`config.mk`:
```
export PLATFORM = sky130hd
export DESIGN_NAME = alu_seq_ctrl
export DESIGN_NICKNAME = d
export VERILOG_FILES = /design/src/rtl/alu_seq_ctrl.sv
export SDC_FILE = /design/constraint.sdc
export NUM_CORES = 1
export LEC_CHECK = 0
export CAP_MARGIN = 10
export CORE_ASPECT_RATIO = 0.7
export CORE_MARGIN = 8
export CORE_UTILIZATION = 49
export DETAILED_ROUTE_END_ITERATION = 6
export PLACE_DENSITY = 0.89
export SLEW_MARGIN = 0
export SYNTH_ARGS = -nofsm -noshare
export SYNTH_HDL_FRONTEND = slang
export SYNTH_SLANG_ARGS = --single-unit
```
`constraint.sdc`:
```
create_clock -name clk -period 2.3 [get_ports clk]
set_clock_uncertainty 0.2 [all_clocks]
set_input_delay 0.46 -clock clk [delete_from_list [all_inputs] [get_ports clk]]
set_output_delay 0.46 -clock clk [all_outputs]
set_load 0.02 [all_outputs]
```
`src/rtl/alu_seq_ctrl.sv`:
```
// Single-issue sequencer between an instruction source and the external 4-bit ALU
// plus flag register. It holds a 4x4 register file and runs IDLE -> EXEC -> DONE per instruction.
module alu_seq_ctrl #(
  parameter logic [3:0] LDI_OPCODE = 4'b1111,
  parameter int         CNT_W      = 8
) (
  input  logic             clk,
  input  logic             reset,
  input  logic             instr_valid,
  output logic             instr_ready,
  input  logic [13:0]      instr,
  output logic [3:0]       alu_a,
  output logic [3:0]       alu_b,
  output logic [3:0]       alu_opcode,
  output logic             alu_enable,
  input  logic [3:0]       alu_result,
  output logic             flag_update,
  output logic             busy,
  output logic             done,
  input  logic [1:0]       rd_addr,
  output logic [3:0]       rd_data,
  output logic [CNT_W-1:0] retired
);

  localparam logic [1:0] IDLE = 2'd0;
  localparam logic [1:0] EXEC = 2'd1;
  localparam logic [1:0] DONE = 2'd2;

  logic [1:0] state;
  logic [3:0] op_q;
  logic [1:0] rd_q;
  logic [3:0] imm_q;
  logic [3:0] opa_q;
  logic [3:0] opb_q;
  logic [3:0] rf [4];
  logic       accept;
  logic       alu_issue;

  // Handshake: a transfer happens on a rising edge where instr_valid and instr_ready
  // are both high; ready is high only in IDLE, and instr is sampled on that edge only.
  assign instr_ready = (state == IDLE);
  assign accept      = instr_valid && instr_ready;

  assign busy      = (state == EXEC) || (state == DONE);
  assign done      = (state == DONE);
  assign alu_issue = (state == EXEC) && (op_q != LDI_OPCODE);

  // ALU-facing outputs decode only from registered state, so they are clean zeros elsewhere.
  assign alu_a       = alu_issue ? opa_q : 4'd0;
  assign alu_b       = alu_issue ? opb_q : 4'd0;
  assign alu_opcode  = alu_issue ? op_q  : 4'd0;
  assign alu_enable  = alu_issue;
  assign flag_update = alu_issue;

  assign rd_data = rf[rd_addr];

  always_ff @(posedge clk or negedge reset) begin
    if (!reset) begin
      state <= IDLE;
    end else begin
      case (state)
        IDLE:    if (accept) state <= EXEC;
        EXEC:    state <= DONE;
        DONE:    state <= IDLE;
        default: state <= IDLE;
      endcase
    end
  end

  // Operands are snapshotted at accept, so rd may alias rs1/rs2 safely.
  always_ff @(posedge clk or negedge reset) begin
    if (!reset) begin
      op_q  <= 4'd0;
      rd_q  <= 2'd0;
      imm_q <= 4'd0;
      opa_q <= 4'd0;
      opb_q <= 4'd0;
    end else if (accept) begin
      op_q  <= instr[13:10];
      rd_q  <= instr[9:8];
      imm_q <= instr[3:0];
      opa_q <= rf[instr[7:6]];
      opb_q <= rf[instr[5:4]];
    end
  end

  always_ff @(posedge clk or negedge reset) begin
    if (!reset) begin
      for (int i = 0; i < 4; i++) rf[i] <= 4'd0;
    end else if (state == EXEC) begin
      rf[rd_q] <= (op_q == LDI_OPCODE) ? imm_q : alu_result;
    end
  end

  always_ff @(posedge clk or negedge reset) begin
    if (!reset) begin
      retired <= '0;
    end else if ((state == DONE) && (retired != {CNT_W{1'b1}})) begin
      retired <= retired + {{(CNT_W-1){1'b0}}, 1'b1};
    end
  end

endmodule

```
==> flow_summary.json <==
{
  "ys_ff_latch": 44,
  "arrival_ns": 1.60,
  "start_util_pct": 50.5,
  "synth_cells": 169,
  "die_y_um": 71.9,
  "num_rows": 20,
  "wl_met3_um": 360,
  "slew-limit-headroom_pct": 64.4,
  "worst_hold_path_type": "primary input to async pin",
  "syn_area_per_cell_um2": 12.9,
  "grt_pass1_vias": 1657,
  "dieArea_um2": 6890,
  "grt_usage_pct": 14.9,
  "grt_setup_unrepaired": "no",
  "power_density_nw_per_um2": 1320,
  "crit_fanout": 4,
  "p_leak_nw": 1.31,
  "numCtsBuffers": 5,
  "overflow": 0,
  "min_period_ns": 2.26,
  "cts_root_buf": "clkbuf_8",
  "met2_length_um": 2230,
  "finalCritPeriodShare_pct": 98.2,
  "dr.max_layer_used": "met4",
  "place_congestion": 0.842,
  "io_buffers": 51,
  "status": "finished, final reports clean",
  "cap_violations": 0,
  "cp.required_ns": 1.64,
  "area_delta_synth_final_pct": 29.0,
  "cts_max_level": 2,
  "cp-end-kind": "output port",
  "wire_per_inst_um": 17.0,
  "setup_viol": 0,
  "tightest_slew_ns": 0.534,
  "antenna_left": 0,
  "antenna_found_initial": 0,
  "grt_pass1_wl_um": 8070,
  "holdWs_ns": 0.0384,
  "wl_met1_um": 2190,
  "fmax_ghz": 0.443,
  "yosysWarnings": 0,
  "ios": 52,
  "fin_setup_tns_ns": 0,
  "maxSlewViolCount": 0,
  "drive_gt1_share_pct": 25.0,
  "postCtsSetupBuffers": 0,
  "clock_path_buffers": 2,
  "worstSetupPathType": "primary input to output port",
  "finalHoldViolations": 0,
  "diodes": 0,
  "peakVddDrop_uv": 714,
  "drt_wl_total_um": 4810,
  "die_w_um": 95.9,
  "grt_max_degree": 45,
  "netlist_area_um2": 2190,
  "drc_errors": 0,
  "place_hpwl_um": 3700,
  "vias": 1610,
  "startpoint_type": "primary input",
  "core_um2": 4330,
  "path_clk_slew_ns": 0.08,
  "clkLatencyLatePin_ns": 0.29,
  "nets": 254,
  "drtIter0Drc": 119,
  "ys_seq_area_share_pct": 50.3,
  "cts_sinks": 44,
  "vias_per_cell": 5.69,
  "syn_nets": 196,
  "dr.pass1.iters": 4,
  "cts_tree": "built",
  "netlist-cell-type-count": 31
}
-- routing by layer --
metal | track usage [%] | vias to the layer above
met5 | 0 | -
met3 | 3.30 | 2
met2 | 22.8 | 57
met4 | 4.75 | 0
li1 | - | 751
met1 | 20.4 | 800
-- flip-flops by register name, summed over array words and instances (netlist names) --
name and flops:
state 2, opa_q 4, op_q 4, rd_q 2, imm_q 4, rf 16, opb_q 4, retired 8
-- worst max-delay path, stage by stage --
cell and delay (ns):
clkdlybuf4s15_2 0.26, mux4_2 0.54, dlygate4sd2_1 0.34
-- synthesized netlist by cell type --
library cell,n,area share (%)
dfrtp_1,44,50
mux2_2,22,11
nand2_1,15,2.6
and3_1,13,3.7
o21ai_0,13,3.0
mux4_1,8,9.6
nor2_1,8,1.4
a21oi_1,5,1.1
ha_1,4,2.3
mux2i_1,4,1.8
mux4_2,4,4.1
nand3_1,4,0.91
inv_1,3,0.51
clkbuf_1,2,0.34
nand3b_1,2,0.69
nand4_1,2,0.57
xnor2_1,2,0.80
a31oi_1,1,0.29
and2_1,1,0.29
and4_1,1,0.40
buf_2,1,0.23
buf_4,1,0.34
nand2_2,1,0.29
nand2b_1,1,0.29
nand4_2,1,0.57
nor3b_2,1,0.57
o2111ai_1,1,0.40
o211ai_1,1,0.34
o21a_1,1,0.34
o21ai_1,1,0.23
o31ai_1,1,0.34
-- worst paths after layout --
| check | from | depth (start not counted) | slack (ns) | endpoint |
|---|---|---|---|---|
| worst max-delay path | rd_addr[0] | 3 | 0.04 | rd_data[1] |
| worst min-delay path | reset | 2 | 0.04 | retired[0]$_DFFE_PN0P_ |
| worst max register to register | state[0]$_DFFE_PN0P_ | 5 | 0.56 | retired[7]$_DFFE_PN0P_ |
| worst min register to register | imm_q[2]$_DFFE_PN0P_ | 1 | 0.31 | imm_q[2]$_DFFE_PN0P_ |
| max in group asynchronous | reset | 2 | 1.49 | op_q[2]$_DFFE_PN0P_ |
| min in group clk | imm_q[2]$_DFFE_PN0P_ | 1 | 0.31 | imm_q[2]$_DFFE_PN0P_ |
-- per-stage QoR --
step | area (um^2) | setup slack (ns) | power, W | std cells | util, %
global route | 2820 | 0.00208 | 0.00397 | 283 | 65.2
global placement | 2770 | -0.560 | 0.00317 | 275 | 64.0
detailed placement | 2770 | -0.588 | 0.00325 | 275 | 64.0
finish | 2820 | 0.0421 | 0.00372 | 283 | 65.2
floorplan | 2190 | 0.290 | 0.00250 | 169 | -
CTS | 2880 | 0.00147 | 0.00378 | 283 | 66.5
-- logic make-up (layout without fill, tap and decap cells) --
kind of cell / after synthesis / count (layout) / share of synthesized area [%]
buf+inv: 7 / 66 / 1.43
simple gates: 50 / 50 / 12.2
flops: 44 / 44 / 50.3
compound gates: 24 / 24 / 6.06
fa+ha+maj: 4 / 4 / 2.29
mux: 38 / 38 / 26.9
xor+xnor: 2 / 2 / 0.801
-- what timing repair did --
action / in CTS / in global routing
hold buffers: 0 / 0
pin swaps: 0 / 0
gates cloned: 0 / 0
gates resized for setup: 29 / 24
endpoints found under the setup margin: 20 / 15
-- area by class of cell --
cell class                 count  area [um^2]
tap                           55         68.8
clock buffer                   7         96.3
sequential                    44         1100
fill                         347         1510
timing repair buffer          55          460
multi-input combinational    118         1060
clock inverter                 1         30.0
inverter                       3         11.3
-- where the power goes --
group	leakage, nW	internal, W	switching, W
registers	0.527	0.00114	0.000333
logic	0.722	0.000807	0.000801
clock network	0.0645	0.000383	0.000254
-- layout by cell type, fill, tap and decap left out, types with 2 or more instances in the layout --
| master | instances |
|---|---|
| mux2_2 | 22 |
| buf_4 | 4 |
| nand4_1 | 2 |
| mux2i_1 | 4 |
| clkdlybuf4s50_1 | 27 |
| dlygate4sd2_1 | 7 |
| xnor2_1 | 2 |
| mux4_2 | 4 |
| and3_1 | 13 |
| a21oi_1 | 5 |
| nor2_1 | 8 |
| clkbuf_8 | 7 |
| nand3b_1 | 2 |
| ha_1 | 4 |
| inv_1 | 3 |
| mux4_1 | 8 |
| nand2_1 | 15 |
| nand3_1 | 4 |
| o21ai_0 | 13 |
| dfrtp_1 | 44 |
| clkbuf_2 | 14 |
Note: power is estimated with default switching activity, not from simulation.
